`config.mk`:
```
export PLATFORM = sky130hd
export DESIGN_NAME = fir_ctrl
export DESIGN_NICKNAME = d
export VERILOG_FILES = /design/src/rtl/fir_ctrl.sv
export SDC_FILE = /design/constraint.sdc
export NUM_CORES = 1
export LEC_CHECK = 0
export CORE_MARGIN = 3
export CORE_UTILIZATION = 45
export CTS_BUF_LIST = sky130_fd_sc_hd__clkbuf_4 sky130_fd_sc_hd__clkbuf_8 sky130_fd_sc_hd__clkbuf_16
export CTS_CLUSTER_SIZE = 28
export DETAILED_ROUTE_END_ITERATION = 12
export GPL_TIMING_DRIVEN = 0
export PLACE_DENSITY = 0.68
export SYNTH_ARGS = -nofsm -noshare
export SYNTH_HDL_FRONTEND = slang
export SYNTH_SLANG_ARGS = --single-unit
```
`constraint.sdc`:
```
create_clock -name axis_clk -period 3 [get_ports axis_clk]
set_clock_uncertainty 0.1 [all_clocks]
set_input_delay 0.3 -clock axis_clk [delete_from_list [all_inputs] [get_ports axis_clk]]
set_output_delay 0.3 -clock axis_clk [all_outputs]
set_load 0.01 [all_outputs]
```
`src/rtl/fir_ctrl.sv`:
```
// Control FSM for a tap-serial FIR: sequences tap/data RAM addresses, accumulator
// strobes and the AXI-stream handshakes; status bits mirror AXI-lite register 0x00.
module fir_ctrl #(
  parameter int pADDR_WIDTH = 12,
  parameter int pMAX_TAP    = 32
) (
  input  logic                   axis_clk,
  input  logic                   axis_rst_n,
  input  logic                   ap_start_set,
  input  logic                   sts_rd,
  input  logic [31:0]            data_length,
  input  logic [5:0]             tap_num,
  output logic                   ap_start,
  output logic                   ap_done,
  output logic                   ap_idle,
  output logic                   cfg_busy,
  input  logic                   ss_tvalid,
  input  logic                   ss_tlast,
  output logic                   ss_tready,
  input  logic                   sm_tready,
  output logic                   sm_tvalid,
  output logic                   sm_tlast,
  output logic [pADDR_WIDTH-1:0] tap_addr,
  output logic [pADDR_WIDTH-1:0] data_addr,
  output logic                   data_we,
  output logic                   mac_clr,
  output logic                   mac_en
);

  typedef enum logic [2:0] {
    S_IDLE, S_INIT, S_WAIT_IN, S_MAC, S_FLUSH, S_OUT, S_DONE
  } state_t;

  state_t      r_state;
  logic [5:0]  r_k;
  logic [5:0]  r_head;
  logic [5:0]  r_taps;
  logic [31:0] r_cnt;
  logic [31:0] r_len;
  logic        r_start, r_done, r_idle, r_mac_en;

  logic        w_cfg_ok;
  logic        w_last;
  logic [5:0]  w_mac_idx;
  logic        w_unused_tlast;

  // Run length comes only from the latched data_length.
  assign w_unused_tlast = ss_tlast;

  assign w_cfg_ok  = (tap_num != 6'd0) && (32'(tap_num) <= pMAX_TAP) && (data_length != 32'd0);
  assign w_last    = (r_cnt == r_len - 32'd1);
  // Circular buffer: newest sample at head, older samples walk backwards modulo tap count.
  assign w_mac_idx = (r_head >= r_k) ? (r_head - r_k) : (r_head + r_taps - r_k);

  always_ff @(posedge axis_clk or negedge axis_rst_n) begin
    if (!axis_rst_n) begin
      r_state  <= S_IDLE;
      r_k      <= '0;
      r_head   <= '0;
      r_taps   <= '0;
      r_cnt    <= '0;
      r_len    <= '0;
      r_start  <= 1'b0;
      r_done   <= 1'b0;
      r_idle   <= 1'b1;
      r_mac_en <= 1'b0;
    end else begin
      // RAM read data lands one cycle after each MAC address cycle.
      r_mac_en <= (r_state == S_MAC);
      case (r_state)
        S_IDLE: begin
          if (ap_start_set && w_cfg_ok) begin
            r_taps  <= tap_num;
            r_len   <= data_length;
            r_start <= 1'b1;
            r_done  <= 1'b0;
            r_idle  <= 1'b0;
            r_k     <= '0;
            r_head  <= '0;
            r_cnt   <= '0;
            r_state <= S_INIT;
          end else if (sts_rd) begin
            r_done <= 1'b0;
          end
        end
        S_INIT: begin
          if (r_k == r_taps - 6'd1) begin
            r_k     <= '0;
            r_head  <= '0;
            r_cnt   <= '0;
            r_state <= S_WAIT_IN;
          end else begin
            r_k <= r_k + 6'd1;
          end
        end
        S_WAIT_IN: begin
          if (ss_tvalid) begin
            r_k     <= '0;
            r_state <= S_MAC;
          end
        end
        S_MAC: begin
          if (r_k == r_taps - 6'd1) r_state <= S_FLUSH;
          else                      r_k     <= r_k + 6'd1;
        end
        S_FLUSH: r_state <= S_OUT;
        S_OUT: begin
          if (sm_tready) begin
            r_head <= (r_head == r_taps - 6'd1) ? 6'd0 : r_head + 6'd1;
            r_cnt  <= r_cnt + 32'd1;
            if (w_last) begin
              r_start <= 1'b0;
              r_done  <= 1'b1;
              r_idle  <= 1'b1;
              r_state <= S_DONE;
            end else begin
              r_state <= S_WAIT_IN;
            end
          end
        end
        S_DONE:  r_state <= S_IDLE;
        default: r_state <= S_IDLE;
      endcase
    end
  end

  assign ap_start = r_start;
  assign ap_done  = r_done;
  assign ap_idle  = r_idle;
  assign mac_en   = r_mac_en;
  assign cfg_busy = (r_state != S_IDLE);

  always_comb begin
    ss_tready = 1'b0;
    sm_tvalid = 1'b0;
    sm_tlast  = 1'b0;
    tap_addr  = '0;
    data_addr = '0;
    data_we   = 1'b0;
    mac_clr   = 1'b0;
    case (r_state)
      S_INIT: begin
        data_we   = 1'b1;
        data_addr = pADDR_WIDTH'({r_k, 2'b00});
      end
      S_WAIT_IN: begin
        ss_tready = 1'b1;
        data_we   = ss_tvalid;
        mac_clr   = ss_tvalid;
        data_addr = pADDR_WIDTH'({r_head, 2'b00});
      end
      S_MAC: begin
        tap_addr  = pADDR_WIDTH'({r_k, 2'b00});
        data_addr = pADDR_WIDTH'({w_mac_idx, 2'b00});
      end
      S_OUT: begin
        sm_tvalid = 1'b1;
        sm_tlast  = w_last;
      end
      default: ;
    endcase
  end

endmodule
```
Yosys cells after proc, flatten, opt, wreduce, memory -nomap -nowiden
Cells that the tools add are included.

Flip-flop bits (word level): 89. Output and inout bits: 34. Input port bits: 45.

Equal/unequal tests: 16. Multiplexer cells: 39. Order comparisons: 2. Reduce and logical (&&, ||, !) cells: 16. Add/subtract/negate cells: 8.

Operators with widths (number): $mux 32 (3); $pmux 32 s3 (1); $mux 6 (8); $add 32x1->32 const B (1); $eq 32x32->1 (1); $reduce_bool 32->1 (1); $sub 32x1->32 const B (1); $pmux 6 s4 (1); $pmux 8 s3 (1); $mux 3 (6); $pmux 3 s6 (1); $pmux 6 s3 (1); $reduce_and 4->1 (4); $add 6x1->6 const B (2); $eq 6x6->1 (2); $mux 1 (12); $ne 2x2->1 const B (6); $sub 6x6->6 (2); $mux 8 (1); $pmux 1 s2 (4); $add 6x6->6 (1); $eq 3x2->1 const B (2); $eq 3x3->1 const B (2); $ge 6x6->1 (1); other kinds (13) (16).

Depth between registers and ports, before layout
Depth after elaboration: 6. Gate-level depth with buffers: 12. Mapped depth without buffers: 12.

Least setup slack after synthesis
Ideal clock, no wire load.

Path type: register to output. From: register r_head[0]. To: output data_addr[4]. Cell stages (with the launch flop): 13. Data required time: 2.600 ns. Path slack: -0.156 ns. Arrival: 2.756 ns. Cell sequence: dfrtp_1 -> inv_1 -> ha_1 -> inv_1 -> fa_1 -> a21o_1 -> a21oi_1 -> nand2_1 -> a21o_1 -> a21oi_1 -> mux2i_1 -> a21oi_1 -> nor3_1.

Longest elaborated chain between the ends: 4. Elaborated cells on any way between the ends: 6. Those cells by class: add/sub (3); order compare (1); mux (2).

Ends and longest elaborated chain: from (decl) (line 36) `logic [5:0] r_head;`; from (signal assigned) (line 109) `r_head <= (r_head == r_taps - 6'd1) ? 6'd0 : r_head + 6'd1;`; $add 6x6->6 (line 53) `assign w_mac_idx = (r_head >= r_k) ? (r_head - r_k) : (r_head + r_taps - r_k);`; $sub 6x6->6 (line 53); $mux 6 * (line 53); $pmux 8 s3 * (line 141) `case (r_state)`; to (decl) (line 24) `output logic [pADDR_WIDTH-1:0] data_addr,`.

Mark *: on every way between the ends. The rest lies on a longest branch, timed or not.

Worst setup path in the final report
From: register r_len[1]. To: output sm_tlast.

Longest elaborated chain between the ends: 3.

Ends and longest elaborated chain: from (decl) (line 39) `logic [31:0] r_len;`; from (signal assigned) (line 74) `r_len <= data_length;`; $sub 32x1->32 (line 51) `assign w_last = (r_cnt == r_len - 32'd1);`; $eq 32x32->1 (line 51); $mux 1 (line 141); to (decl) (line 22) `output logic sm_tlast,`.

Every way passes these cells.

==> results.yml <==
yosys:
  synth_enable_flop_cells: 0
  netlist_top_cells_area: "sky130_fd_sc_hd__dfrtp_1 (33%), sky130_fd_sc_hd__o21ai_0 (6.3%), sky130_fd_sc_hd__mux2_2 (5.3%)"
  ys.flop_type: "sky130_fd_sc_hd__dfrtp_1"
  synth_top_area_share_pct: 33.3
  cell_type_with_the_highest_aggregate_area_in_the_netlist: "sky130_fd_sc_hd__dfrtp_1"
  synth_async_sr_flop_share_pct: 100
  syn_avg_cell_area_um2: 8.69
  synth.cell_area_um2: 6620
  yosys.cell_types.count: 73
  postSynthCellCount: 761
  yosys_warnings: 0
  ys_seq_area_share_pct: 33.7
  synth_seq_cells: 89
global_route:
  grt_antenna_before_repair: 0
  grtUsageTotal_pct: 26.0
  grtUsageMet3_pct: 5.02
  met2_use_gr_pct: 41.4
  grt.overflow.total: 0
  grtUsageMet1_pct: 36.0
  grt_start_max_net_pins: 51
  grt_pass1_vias: 6507
  grt_pass1_wl_mm: 33.8
  global_route.peak_usage_layer: "met2"
layout:
  n_antenna_cell: 0
  flow.area_growth_from_synthesis_pct: 32.1
  instances_no_fill: 1083
  final_core_util_pct: 61.8
  final.fill_count: 1201
  number_of_nets_in_the_final_layout: 966
  post_route_cells_drive_above_1_share_pct: 26.1
clock_tree:
  clock_path_buffers: 2
  clock_sink_count: 89
  worstSkewPairLatency_ns: 0.35
  tritoncts.num_buffers: 9
  cts_tree: "yes"
  clkSlewWorstSetupHoldPaths_ns: 0.07
  cts_htree_levels: 3
  clk_root_buffer_cell: "sky130_fd_sc_hd__clkbuf_16"
run_status:
  violated_checks: "negative setup slack"
  status: "complete, but fails checks"
placed_design:
  estimated_wirelength_of_the_detail_placed_design_mm: 14.9
  placed_cells: 1018
  buffer_ports.inserted: 65
  gp_routability_congestion: 0.951
sta:
  maxClockFrequency_mhz: 275
  timing.final.crit_period_ns: 3.64
  finalWorstSetupSlack_ns: -0.640
  timing.max_slew.rel_slack_pct: 48.1
  grt_setup_unrepaired: "true"
  final_min_period_over_clock_period_pct: 121
  tightest_slew_ns: 0.778
  drv_slew: 0
  report.final.hold_viol_count: 0
  setup_viol: 11
setup_path:
  worstPathRequired_ns: 2.60
  worst_setup_path_end_kind: "primary output"
  worst_ep_arrival_time_ns: 3.24
  classification_of_the_worst_setup_path: "reg2out"
  reg2reg_setup_slack_ns: -0.40
  critPathMaxFanout: 8
  start_kind: "register"
min_path:
  hp-class: "in2async"
power_and_ir_drop:
  p_leak_nw: 3.56
  pd_cells_nw_per_um2: 960
  ir_worst_vdd_v: 0.000485
drt:
  vias: 6688
  wirelength_mm: 21.6
  route.detailed.wl_per_inst_um: 20.0
  drt_pre_antenna_iters: 6
  detail_route.vias_per_cell: 6.18
  drt.antenna.violating_nets: 0
  post-route-drc-count: 0
  initialDrtViolationCount: 576
die:
  chipHeight_um: 127
  dieArea_um2: 16200
  floorplan.io_pins: 79
  start_util_pct: 46.8
  die_width_um: 127
  num_rows: 43
  core_um2: 14100
flow_run:
  total_of_max_cap_violations: 0
==> cell families (layout without fill, tap and decap cells) <==
logic type / after synthesis / in the layout / synth area share (%)
simple gates: 269 / 269 / 22.1
compound gates: 196 / 196 / 19.3
buf+inv: 93 / 224 / 6.13
flops: 89 / 89 / 33.7
xor+xnor: 52 / 52 / 7.30
mux: 38 / 38 / 6.34
fa+ha+maj: 23 / 23 / 5.03
other cells: 1 / 12 / 0.0567
==> worst max-delay path, stage by stage, from the launching register on <==
cell	delay [ns]
sky130_fd_sc_hd__dfrtp_2	0.47
sky130_fd_sc_hd__or4_4	0.56
sky130_fd_sc_hd__nor4_4	0.34
sky130_fd_sc_hd__buf_4	0.18
sky130_fd_sc_hd__nand3_2	0.06
sky130_fd_sc_hd__or4_1	0.43
sky130_fd_sc_hd__a22oi_2	0.25
sky130_fd_sc_hd__nand4b_1	0.25
sky130_fd_sc_hd__nor2_1	0.19
sky130_fd_sc_hd__buf_2	0.16
==> power by group <==
part / internal (mW) / switching [mW]
logic: 2.48 / 2.72
registers: 1.53 / 0.475
clock network: 0.666 / 0.512
total: 4.68 / 3.71
==> per-layer routing <==
metal | vias to the layer above | wire length (um)
li1 | 3065 | -
met1 | 3301 | 9600
met2 | 287 | 10200
met3 | 35 | 1510
met4 | 0 | 364
met5 | - | 0
==> what timing repair did <==
action | CTS | global route
resized for setup | 102 | 110
endpoints found under the setup margin | 68 | 65
setup buffers | 35 | 18
hold endpoints to repair | 39 | 0
cloned | 0 | 3
hold buffers | 1 | 0
pin swaps | 31 | 28
==> layout make-up <==
type	instances	area [um2]	share of cell area [%]
plain buffers	49	287	3.28
clock buffers	11	240	2.75
clock inverters	5	56.3	0.644
inverters	40	155	1.77
multi-input cells	590	4440	50.8
flip-flops and latches	89	2250	25.7
well taps	180	225	2.58
repair buffers	119	1080	12.4
==> path summary, 6_finish.rpt <==
path | end | startpoint | cells after the start
min in group axis_clk | r_cnt[31] | r_cnt[31] | 1
max in group asynchronous | ap_idle | axis_rst_n | 3
setup / recovery | sm_tlast | r_len[1] | 9
hold reg to reg | r_cnt[31] | r_cnt[31] | 1
setup reg to reg | ap_done | r_len[1] | 10
hold / removal | r_cnt[7] | axis_rst_n | 2
==> registers in the layout, indices dropped and copies added, names as in the netlist <==
| name | count |
|---|---|
| r_cnt | 32 |
| r_k | 6 |
| ap_done | 1 |
| r_taps | 6 |
| ap_idle | 1 |
| mac_en | 1 |
| r_head | 6 |
| ap_start | 1 |
| r_len | 32 |
| r_state | 3 |
==> synthesized netlist by cell type, drive strengths merged (5+ instances only) <==
| cell | n |
|---|---|
| nand2b | 6 |
| buf | 21 |
| nand4 | 19 |
| a2111oi | 5 |
| a31oi | 18 |
| nand2 | 54 |
| o21ai | 83 |
| nor2 | 47 |
| nor3 | 24 |
| dfrtp | 88 |
| ha | 17 |
| nand4b | 6 |
| and2 | 6 |
| nor3b | 6 |
| nand3 | 26 |
| clkbuf | 32 |
| a211oi | 9 |
| mux2 | 31 |
| a21oi | 22 |
| xor2 | 19 |
| mux2i | 7 |
| o31ai | 13 |
| or3 | 10 |
| or4 | 13 |
| nor4 | 23 |
| a21o | 9 |
| inv | 39 |
| and3 | 11 |
| fa | 6 |
| xnor2 | 31 |
==> placed cells by master, fill, tap and decap left out, types with 17 or more instances in the layout <==
master                             n
sky130_fd_sc_hd__a31oi_1          17
sky130_fd_sc_hd__buf_4            54
sky130_fd_sc_hd__clkbuf_1         20
sky130_fd_sc_hd__clkdlybuf4s50_1  57
sky130_fd_sc_hd__dfrtp_1          71
sky130_fd_sc_hd__dfrtp_2          17
sky130_fd_sc_hd__inv_1            30
sky130_fd_sc_hd__mux2_2           31
sky130_fd_sc_hd__nand2_1          53
sky130_fd_sc_hd__nand3_1          25
sky130_fd_sc_hd__nand4_1          19
sky130_fd_sc_hd__nor2_1           45
sky130_fd_sc_hd__nor3_1           18
sky130_fd_sc_hd__nor4_1           17
sky130_fd_sc_hd__o21ai_0          55
sky130_fd_sc_hd__o21ai_1          22
sky130_fd_sc_hd__xnor2_1          29
sky130_fd_sc_hd__xor2_1           19
==> through the flow <==
step / hold WS (ns) / cell area [um2] / setup TNS, ns / setup WS (ns) / power (mW)
global placement: 0.397 / 7540 / -194.18 / -2.15 / 5.53
CTS: 0.395 / 8350 / -3.57 / -0.579 / 7.53
global route: 0.417 / 8740 / -5.52 / -0.677 / 8.90
finish: 0.377 / 8740 / -4.54 / -0.640 / 8.39
detailed placement: 0.223 / 7570 / -34.34 / -1.21 / 5.67
floorplan: -0.0956 / 6670 / 0 / 0.00803 / 4.60
Note: power is estimated with default switching activity, not from simulation.
